===== config.mk =====
export PLATFORM = sky130hd
export DESIGN_NAME = gnr_cycle_ctrl
export DESIGN_NICKNAME = d
export VERILOG_FILES = /design/src/rtl/gnr_cycle_ctrl.sv
export SDC_FILE = /design/constraint.sdc
export NUM_CORES = 1
export LEC_CHECK = 0
export CAP_MARGIN = 40
export CORE_AREA = 5 5 76 78
export CTS_CLUSTER_SIZE = 10
export DETAILED_ROUTE_END_ITERATION = 10
export DIE_AREA = 0 0 81 83
export PLACE_DENSITY = 0.89
export SKIP_CTS_REPAIR_TIMING = 1
export SLEW_MARGIN = 5
export SYNTH_ARGS = -nofsm -noshare
export SYNTH_HDL_FRONTEND = slang
export SYNTH_SLANG_ARGS = --single-unit
export TNS_END_PERCENT = 100

===== constraint.sdc =====
create_clock -name clk -period 4.4 [get_ports clk]
set_clock_uncertainty 0.1 [all_clocks]
set_input_delay 0.88 -clock clk [delete_from_list [all_inputs] [get_ports clk]]
set_output_delay 0.88 -clock clk [all_outputs]
set_load 0.02 [all_outputs]

===== src/rtl/gnr_cycle_ctrl.sv =====
// ---------------------------------------------------------------------------
// gnr_cycle_ctrl -- run controller for cycle detection on a gene-regulatory
// network (GRN). A tortoise (s0) and a hare (s1) copy of the network are
// stepped together. The run stops when their states match or when the step
// limit is reached, and the outcome is then reported.
//
// Optional build macro: GNR_CTRL_PERF_EN adds a run cycle counter. When it is
// undefined, res_cycles is tied to 0.
//
// Ports
//   clk, rst            sole clock; synchronous active-high reset
//   start               run enable; while low, no step is issued
//   init_valid/ready    initial-state handshake (ready only in IDLE)
//   init_data           initial network state
//   reset_nos           one-cycle node load pulse, with init_state
//   init_state          per-node load value (bit i -> node i)
//   start_s0/start_s1   tortoise/hare step pulses (always issued together)
//   s0_vec/s1_vec       node outputs, compared in CMP
//   res_valid/ready     result handshake
//   res_state           s1_vec captured when the run ends
//   res_steps           number of step pulses issued in this run
//   res_timeout         run ended at MAX_STEPS without a match
//   res_cycles          LOAD+STEP+CMP cycles of the run (perf build only)
// ---------------------------------------------------------------------------
module gnr_cycle_ctrl #(
    parameter int N_NODES   = 8,
    parameter int CNT_W     = 16,
    parameter int MAX_STEPS = 1000
) (
    input  logic               clk,
    input  logic               rst,
    input  logic               start,
    input  logic               init_valid,
    output logic               init_ready,
    input  logic [N_NODES-1:0] init_data,
    output logic               reset_nos,
    output logic [N_NODES-1:0] init_state,
    output logic               start_s0,
    output logic               start_s1,
    input  logic [N_NODES-1:0] s0_vec,
    input  logic [N_NODES-1:0] s1_vec,
    output logic               res_valid,
    input  logic               res_ready,
    output logic [N_NODES-1:0] res_state,
    output logic [CNT_W-1:0]   res_steps,
    output logic               res_timeout,
    output logic [31:0]        res_cycles
);

    localparam logic [CNT_W-1:0] LP_MAX = CNT_W'(MAX_STEPS);

    typedef enum logic [2:0] {IDLE, LOAD, STEP, CMP, RESULT} state_t;

    state_t             r_state;
    state_t             w_next;
    logic               r_reset_nos;
    logic [N_NODES-1:0] r_init_state;
    logic               r_step_pulse;
    logic [CNT_W-1:0]   r_steps;
    logic [N_NODES-1:0] r_res_state;
    logic               r_res_timeout;
    logic               w_accept;
    logic               w_match;
    logic               w_done;

    assign init_ready = (r_state == IDLE) && start && !rst;
    assign w_accept   = init_ready && init_valid;
    assign w_match    = (s0_vec == s1_vec);
    assign w_done     = (r_state == CMP) && (w_match || (r_steps == LP_MAX));

    always_comb begin
        w_next = r_state;
        case (r_state)
            IDLE:    if (w_accept) w_next = LOAD;
            LOAD:    w_next = STEP;
            // The step pulse is already on the wire during this cycle, so the
            // nodes advance on the edge that leaves STEP.
            STEP:    if (r_step_pulse) w_next = CMP;
            CMP:     w_next = w_done ? RESULT : STEP;
            RESULT:  if (res_ready) w_next = IDLE;
            default: w_next = IDLE;
        endcase
    end

    always_ff @(posedge clk) begin
        if (rst) begin
            r_state       <= IDLE;
            r_reset_nos   <= 1'b0;
            r_init_state  <= '0;
            r_step_pulse  <= 1'b0;
            r_steps       <= '0;
            r_res_state   <= '0;
            r_res_timeout <= 1'b0;
        end else begin
            r_state      <= w_next;
            r_reset_nos  <= (w_next == LOAD);
            r_init_state <= w_accept ? init_data : '0;
            // Pulses are registered outputs, so start is sampled on the edge
            // that enters (or stays in) STEP. A low sample gives a paused STEP.
            r_step_pulse <= (w_next == STEP) && start;
            if (w_accept)
                r_steps <= '0;
            else if ((r_state == STEP) && r_step_pulse && (r_steps != LP_MAX))
                r_steps <= r_steps + 1'b1;
            if (w_done) begin
                r_res_state   <= s1_vec;
                // A match wins over the step limit.
                r_res_timeout <= !w_match;
            end
        end
    end

    assign reset_nos   = r_reset_nos;
    assign init_state  = r_init_state;
    assign start_s0    = r_step_pulse;
    assign start_s1    = r_step_pulse;
    assign res_valid   = (r_state == RESULT);
    assign res_state   = r_res_state;
    assign res_steps   = r_steps;
    assign res_timeout = r_res_timeout;

`ifdef GNR_CTRL_PERF_EN
    logic [31:0] r_cyc;
    logic [31:0] r_res_cycles;
    logic [31:0] w_cyc_inc;
    logic        w_busy;

    assign w_busy    = (r_state == LOAD) || (r_state == STEP) || (r_state == CMP);
    assign w_cyc_inc = (r_cyc == '1) ? r_cyc : r_cyc + 32'd1;

    always_ff @(posedge clk) begin
        if (rst) begin
            r_cyc        <= '0;
            r_res_cycles <= '0;
        end else begin
            if (w_accept)
                r_cyc <= '0;
            else if (w_busy)
                r_cyc <= w_cyc_inc;
            // The final CMP cycle is included in the latched value.
            if (w_done)
                r_res_cycles <= w_cyc_inc;
        end
    end

    assign res_cycles = r_res_cycles;
`else
    assign res_cycles = 32'd0;
`endif

endmodule


* After elaboration in Yosys (flattened, before gate mapping) *
Cells that the tools add are included.

cells by class
  add/sub/neg operators = 1
  equal/unequal tests = 9
  multiplexer cells = 5
  bitwise logic cells = 1
  reductions and logical operators = 13

operators by type and width
  operator                                                                   number
  16-bit by 1-bit adder with 16-bit output, second input constant            1
  16-bit by 10-bit equality test with 1-bit output, second input constant    1
  16-bit by 10-bit inequality test with 1-bit output, second input constant  1
  3-bit one-hot mux with 5 select lines                                      1
  3-bit 2-to-1 mux                                                           4
  3-bit by 2-bit equality test with 1-bit output, second input constant      3
  8-bit equality test                                                        1
  1-bit logical AND                                                          7
  3-bit by 1-bit equality test with 1-bit output, second input constant      2
  2-bit OR reduction                                                         2
  3-bit equality test, second input constant                                 1
  3-bit logical NOT                                                          1
  1-bit logical NOT                                                          2
  1-bit logical OR                                                           1
  1-bit inverter                                                             1

word-level totals
  register bits = 38
  input bits = 29
  output and inout port bits = 70
  word-level logic and storage cells = 36

* Longest topological paths before layout *
Gate-level depths: netlist of the first run.

  depth after elaboration = 8
  depth in mapped cells = 7
  gate-level depth less buffers = 6

* Worst setup path before layout of the first run *
OpenSTA, ideal clock, no wires.

  path kind = input to output
  start = input port rst
  end = output port init_ready
  arrival = 1.457 ns
  data required time = 3.420 ns
  path slack = 1.963 ns
  stages = 2
  path buffers = 0
  cell sequence = nor3b_1 -> and2_1

on the way
  word-level cells in the longest chain between the ends = 2

ends and longest elaborated chain
  what               RTL line  RTL
  from (decl)        31        input logic rst,
  1-bit logical NOT  66        assign init_ready = (r_state == IDLE) && start && !rst;
  1-bit logical AND  66
  to (decl)          34        output logic init_ready,

No other way between the ends.

* Final worst setup path of the first run *
  start = input port start
  end = output port init_ready

on the way
  word-level cells in the longest chain between the ends = 2

ends and longest elaborated chain
  what                             RTL line  RTL
  from (decl)                      32        input logic start,
  1-bit logical AND (2 in series)  66

No other way between the ends.

==> qor.tcl, run 1 <==
set qor(run_status) {complete, no violations}
set qor(drtPass1Iterations) 4
set qor(power.density_nw_per_um2) 247
set qor(path_max_fanout) 4
set qor(critical_path_required_ns) 3.42
set qor(yosys.area.top_type_share_pct) 36.1
set qor(grt_pass1_vias) 1862
set qor(yosysSeqAreaShare_pct) 36.1
set qor(min_tclk_post_route_ns) 3.43
set qor(critPathMostFrequentCell) {clkdlybuf4s50_1}
set qor(report.final.hold_viol_count) 0
set qor(max-clock-path-buffers) 2
set qor(synth.top_cells.by_count) {dfxtp_1 (38), buf_4 (33), nand3_1 (23), xnor2_1 (15), and2_1 (11)}
set qor(synth-warning-count) 0
set qor(postSynth.topFlopCell) {dfxtp_1}
set qor(gp_congestion) 0.773
set qor(via_per_inst) 5.24
set qor(n_antenna_cell) 0
set qor(report.final.slew_viol_count) 0
set qor(proportion_of_synthesized_flip_flops_having_asynchronous_set_or_reset_pct) 0
set qor(worst_rel_slew_slack_pct) 53.1
set qor(place_hpwl_mm) 3.95
set qor(placedCellCount) 366
set qor(clk-insertion-delay-late_ns) 0.28
set qor(ctsRootBufferMaster) {clkbuf_8}
set qor(wl_per_cell_um) 14.0
set qor(hold_path.startpoint) {res_steps[15]}
set qor(portBuffers) 66
set qor(fp-row-count) 26
set qor(grt_antenna_before_repair) 0
set qor(slowest_stage) {clkdlybuf4s50_1}
set qor(yosys_register_bits) 38
set qor(tritoncts_clock_tree) {yes}
set qor(holdCritPathClass) {reg2reg}
set qor(synthDistinctLibCells) 41
set qor(worstReg2RegEnd) {res_timeout}
set qor(crit_path_start) {start}
set qor(die-height_um) 83
set qor(worst_pin_slew_ns) 0.702
set qor(flow.area_growth_from_synthesis_pct) 32.2
set qor(cts-buffers-inserted) 5
set qor(grt.overflow.total) 0
set qor(synth.largest_area_cell) {dfxtp_1}
set qor(drt-total-wl_mm) 5.25
set qor(critical-path-max-stage-delay_ns) 0.60
set qor(drc) 0
set qor(critical_path.endpoint_type) {primary output}
set qor(r2r_cells) 6
set qor(rr_startpoint) {res_steps[0]}
set qor(die_width_um) 81
set qor(timing.reg2reg.setup_slack_ns) 2.12
set qor(crit_arrival_ns) 2.45
set qor(finalSetupViolations) 0
set qor(drt-initial-drc-count) 138
set qor(synthCells) 240
set qor(fin_tns_setup_ns) 0
set qor(overall_track_demand_over_capacity_in_global_routing_pct) 15.4
set qor(synth_enable_flop_cells) 0
set qor(clock_pin_slew_worst_setup_and_hold_paths_ns) 0.08
set qor(instances_no_fill) 374
set qor(timing.critical_path.from_type) {primary input}
set qor(initial_utilization_pct) 42.1
set qor(worst-setup-path-type) {in2out}
set qor(p_leak_nw) 0.954
set qor(vdd.ir_drop.worst_v) 0.000175
set qor(ys_top_cells_by_area) {dfxtp_1 (36%), buf_4 (12%), xnor2_1 (6.2%)}
set qor(grt_max_degree) 20
set qor(worstPathCellList) {clkdlybuf4s50_1 > nor3b_1 > and2_1 > clkdlybuf4s50_1}
set qor(clkSinkCount) 38
set qor(cap_viol_max_count) 0
set qor(final.period_utilization_pct) 77.9
set qor(finish.net_count) 334
set qor(syn_avg_cell_area_um2) 8.78
set qor(global_route_wire_length_before_repair_mm) 8.54
set qor(ios) 99
set qor(die-area_um2) 6720
set qor(postRouteAntennaNets) 0
set qor(fp.coreArea_um2) 5010
set qor(via_count) 1961
set qor(timing.critical_path.to) {init_ready}
set qor(netlist_area_um2) 2110
set qor(grt_setup_unrepaired) {no}
set qor(ctsHtreeMaxLevel) 2
set qor(drive_gt1_share_pct) 3.62
set qor(synth.most_common_cell) {dfxtp_1}
set qor(max_freq_ghz) 0.292
==> through the flow <==
stage / utilization (%) / power [mW] / instance area (µm²) / hold slack (ns) / setup WS (ns)
global route: 55.6 / 0.722 / 2790 / 0.465 / 0.879
global placement: 53.8 / 0.451 / 2700 / 0.393 / 0.994
CTS: 55.6 / 0.694 / 2790 / 0.412 / 0.961
finish: 55.6 / 0.689 / 2790 / 0.415 / 0.972
floorplan: - / 0.433 / 2220 / 0.387 / 1.96
detailed placement: 53.8 / 0.452 / 2700 / 0.402 / 0.970
==> area by class of cell <==
class | count | area [µm²]
inverter | 6 | 22.5
clock buffer | 7 | 86.3
clock inverter | 1 | 5.00
sequential | 38 | 761
multi-input combinational | 185 | 1160
timing repair buffer | 67 | 668
tap | 70 | 87.6
fill | 476 | 2220
==> critical path: cells and delay by family <==
| kind | cells | cell delay [ns] |
|---|---|---|
| buffers and inverters | 2 | 1.05 |
| AND/OR/NAND/NOR | 2 | 0.52 |
==> cell usage in the layout (no fill, tap or decap), types with 2 or more instances in the layout <==
| cell type | netlist | routed |
|---|---|---|
| nand3b_1 | 2 | 2 |
| and4_1 | 4 | 4 |
| or3_1 | 5 | 5 |
| clkdlybuf4s50_1 | 0 | 66 |
| nor4_1 | 2 | 2 |
| conb_1 | 1 | 32 |
| nor3b_1 | 9 | 9 |
| o21ai_0 | 6 | 6 |
| o2111ai_1 | 8 | 8 |
| ha_1 | 2 | 2 |
| nand2_1 | 10 | 10 |
| nor2_1 | 10 | 10 |
| dfxtp_1 | 38 | 38 |
| xnor2_1 | 15 | 15 |
| a21oi_1 | 9 | 9 |
| nor4b_1 | 3 | 3 |
| or4_1 | 3 | 3 |
| inv_1 | 5 | 5 |
| clkbuf_8 | 0 | 6 |
| and2_1 | 11 | 11 |
| nand3_1 | 23 | 23 |
| a31oi_1 | 2 | 2 |
| o31ai_1 | 2 | 2 |
| a32oi_1 | 8 | 8 |
| nand4_1 | 5 | 5 |
==> routing by layer <==
metal	GRT usage, %	vias up	share of wire [%]
met1	18.9	926	42
met5	0	-	0
met2	24.6	79	48
met4	5.68	0	1.7
met3	5.30	9	8.8
li1	-	947	-
==> registers in the layout, summed over array words and instances, names as in the netlist <==
name / count
init_state: 8
r_state: 3
res_state: 8
res_steps: 16
res_timeout: 1
reset_nos: 1
start_s0: 1
==> worst min-delay path by stage <==
stage	end	slack [ns]	cells past startpoint
floorplan	r_state[1]	0.39	1
global placement	res_steps[15]	0.39	2
detailed placement	res_steps[15]	0.40	2
CTS	res_steps[15]	0.41	2
global route	res_steps[15]	0.47	2
finish	res_steps[15]	0.41	2
==> kinds of logic (layout without fill, tap and decap cells) <==
family,count (synthesis),count (layout),synth area share [%]
AO/OA/AOI/OAI,41,41,14.0
XOR/XNOR,15,15,6.23
adder cells (fa/ha/maj),2,2,1.19
buffers and inverters,48,81,14.5
flip-flops,38,38,36.1
multiplexers,1,1,0.475
other,1,32,0.178
AND/OR/NAND/NOR,94,94,27.3
==> where the power goes <==
group          internal [mW]  switching (mW)
Clock                  0.126           0.117
Sequential             0.347         0.00203
Combinational         0.0390          0.0574
Total                  0.513           0.176
Note: power is estimated with default switching activity, not from simulation.
==> run 2: changes to the inputs <==
--- a/config.mk
+++ b/config.mk
@@ -6,11 +6,11 @@
 export NUM_CORES = 1
 export LEC_CHECK = 0
 export CAP_MARGIN = 40
-export CORE_AREA = 5 5 76 78
+export CORE_AREA = 5 5 82 84
 export CTS_CLUSTER_SIZE = 10
 export DETAILED_ROUTE_END_ITERATION = 10
-export DIE_AREA = 0 0 81 83
-export PLACE_DENSITY = 0.89
+export DIE_AREA = 0 0 87 89
+export PLACE_DENSITY = 0.82
 export SKIP_CTS_REPAIR_TIMING = 1
 export SLEW_MARGIN = 5
 export SYNTH_ARGS = -nofsm -noshare
==> constraint.sdc (replaced) <==
create_clock -name clk -period 3.1 [get_ports clk]
set_clock_uncertainty 0.1 [all_clocks]
set_input_delay 0.62 -clock clk [delete_from_list [all_inputs] [get_ports clk]]
set_output_delay 0.62 -clock clk [all_outputs]
set_load 0.02 [all_outputs]
==> qor.tcl, run 2 (synthesis results as in run 1) <==
set qor(global_route_wire_length_before_repair_mm) 8.49 ;# -0.56%
set qor(fin_tns_setup_ns) 0 ;# unchanged
set qor(n_antenna_cell) 0 ;# unchanged
set qor(p_leak_nw) 0.973 ;# +2.0%
set qor(switching_share_of_power_pct) 24.3 ;# -1.3 points
set qor(clk-insertion-delay-late_ns) 0.28 ;# about the same
set qor(timing.critical_path.to) {init_ready}
set qor(critical_path_required_ns) 2.38 ;# -1.04 ns
set qor(drt-initial-drc-count) 87 ;# -37%
set qor(share_clk_of_total_power_pct) 38.0 ;# +2.7 points
set qor(postPlaceCellArea_um2) 2720 ;# +0.79%
set qor(worst_hold_slack_ns) 0.419 ;# +0.00456 ns
set qor(drc) 0 ;# unchanged
set qor(tritoncts_clock_tree) {yes}
set qor(timing.reg2reg.setup_slack_ns) 0.79 ;# -1.33 ns
set qor(finalSetupViolations) 0 ;# unchanged
set qor(largest_reg_flops) 16 ;# unchanged
set qor(grt_antenna_before_repair) 0 ;# unchanged
set qor(drive_gt1_share_pct) 4.58 ;# +0.96 points
set qor(die-height_um) 89 ;# +7.2%
set qor(finish.net_count) 336 ;# +0.60%
set qor(via_count) 1951 ;# -0.51%
set qor(power.density_nw_per_um2) 362 ;# +46%
set qor(worst_rel_slew_slack_pct) 53.1 ;# about the same
set qor(grt_pass1_vias) 1782 ;# -4.3%
set qor(power.combinational.fraction_pct) 13.6 ;# -0.4 points
set qor(critical-path-max-stage-delay_ns) 0.60 ;# about the same
set qor(holdCritPathClass) {reg2reg}
set qor(die_width_um) 87 ;# +7.4%
set qor(run_status) {complete, no violations}
set qor(fp.coreArea_um2) 5850 ;# +17%
set qor(slowest_stage) {clkdlybuf4s50_1}
set qor(cap_viol_max_count) 0 ;# unchanged
set qor(drtPass1Iterations) 4 ;# unchanged
set qor(wl_per_cell_um) 14.1 ;# +0.59%
set qor(gp_congestion) 0.764 ;# -1.2%
set qor(clkSinkCount) 38 ;# unchanged
set qor(portBuffers) 66 ;# unchanged
set qor(timing.critical_path.from_type) {primary input}
set qor(final.period_utilization_pct) 89.4
set qor(crit_arrival_ns) 2.05 ;# -0.40 ns
set qor(critical_path.endpoint_type) {primary output}
set qor(path_max_fanout) 2 ;# -2
set qor(clock_pin_slew_worst_setup_and_hold_paths_ns) 0.07 ;# about the same
set qor(drt-total-wl_mm) 5.38 ;# +2.5%
set qor(internal_power_mw) 0.775 ;# +51%
set qor(flow.area_growth_from_synthesis_pct) 34.1
set qor(net-switching-power_mw) 0.249 ;# +41%
set qor(min_tclk_post_route_ns) 2.77
set qor(dp_worst_setup_slack_ns) 0.328 ;# -0.642 ns
set qor(overall_track_demand_over_capacity_in_global_routing_pct) 13.6 ;# -1.8 points
set qor(report.final.slew_viol_count) 0 ;# unchanged
set qor(die-area_um2) 7740 ;# +15%
set qor(report.final.hold_viol_count) 0 ;# unchanged
set qor(place_hpwl_mm) 4.09 ;# +3.4%
set qor(crit_path_start) {rst}
set qor(worst_pin_slew_ns) 0.702 ;# -0.000117 ns
set qor(vdd.ir_drop.worst_v) 0.000200 ;# +14%
set qor(sequentialPowerShare_pct) 48.5 ;# -2.2 points
set qor(postRouteAntennaNets) 0 ;# unchanged
set qor(fin_total_pwr_mw) 1.02 ;# +49%
set qor(initial_utilization_pct) 36.0 ;# -6.0 points
set qor(layout.cells.most_common) {clkdlybuf4s50_1}
set qor(critPathMostFrequentCell) {clkdlybuf4s50_1}
set qor(cell_area_after_layout_um2) 2830 ;# +1.4%
set qor(r2r_cells) 6 ;# unchanged
set qor(instances_no_fill) 381 ;# +1.9%
set qor(worst-setup-path-type) {in2out}
set qor(grt_setup_unrepaired) {no}
set qor(ctsRootBufferMaster) {clkbuf_8}
set qor(rr_startpoint) {res_steps[0]}
set qor(via_per_inst) 5.12 ;# -2.3%
set qor(max-clock-path-buffers) 2 ;# unchanged
set qor(worstPathCellList) {clkdlybuf4s50_1 > nor3b_1 > and2_1 > clkdlybuf4s50_1}
set qor(fin_util_pct) 48.3 ;# -7.3 points
set qor(cts-buffers-inserted) 5 ;# unchanged
set qor(grt_max_degree) 20 ;# unchanged
set qor(grt.overflow.total) 0 ;# unchanged
set qor(ios) 99 ;# unchanged
set qor(worstReg2RegEnd) {res_timeout}
set qor(ctsHtreeMaxLevel) 2 ;# unchanged
set qor(setup_slack_ns) 0.327 ;# -0.645 ns
set qor(max_freq_ghz) 0.361
set qor(placedCellCount) 373 ;# +1.9%
set qor(layout.cells.most_common_list) {clkdlybuf4s50_1 (66), dfxtp_1 (38), conb_1 (32)}
set qor(fillerInstances) 553 ;# +16%
set qor(fp-row-count) 28 ;# +7.7%
## run 2: changes by cell type in the layout (fill, tap and decap cells not counted)
cell	before	now
clkinv_2	1	0
buf_4	1	3
clkbuf_8	6	8
clkbuf_1	1	0
## run 2: worst min-delay path by stage
stage / startpoint / slack (ns) / cells after the start / end
3_5_place_dp: res_steps[15] / 0.40 / 2 / res_steps[15]
4_1_cts: res_steps[15] / 0.41 / 2 / res_steps[15]
6_report: res_steps[15] / 0.42 / 2 / res_steps[15]
2_1_floorplan: r_state[2] / 0.39 / 1 / r_state[1]
5_1_grt: res_steps[15] / 0.44 / 2 / res_steps[15]
3_3_place_gp: res_steps[15] / 0.40 / 2 / res_steps[15]
## run 2: cell type report
class / count / area, µm² / share of cell area, %
Tap cell: 75 / 93.8 / 3.32
Sequential cell: 38 / 761 / 26.9
Clock buffer: 8 / 110 / 3.89
Multi-Input combinational cell: 185 / 1160 / 40.9
Inverter: 6 / 22.5 / 0.796
Timing Repair Buffer: 69 / 683 / 24.2
## run 2: critical path: cells and delay by family
kind	cells	cell delay [ns]
buf+inv	2	1.03
simple gates	2	0.40
## run 2: power groups by stage
| stage | clock network, mW | logic (mW) | registers [mW] |
|---|---|---|---|
| floorplan | 0 | 0.102 | 0.513 |
| global placement | 0 | 0.135 | 0.507 |
| detailed placement | 0 | 0.137 | 0.507 |
| CTS | 0.401 | 0.138 | 0.496 |
| global route | 0.422 | 0.148 | 0.496 |
| finish | 0.389 | 0.139 | 0.496 |
## run 2: routing by layer
metal  up-vias  track usage (%)  share of wire, %
met5         -                0                 0
met4         0             4.82               1.1
met3         6             4.70               9.4
met2        93             23.2                49
met1       899             16.0                41
li1        953                -                 -
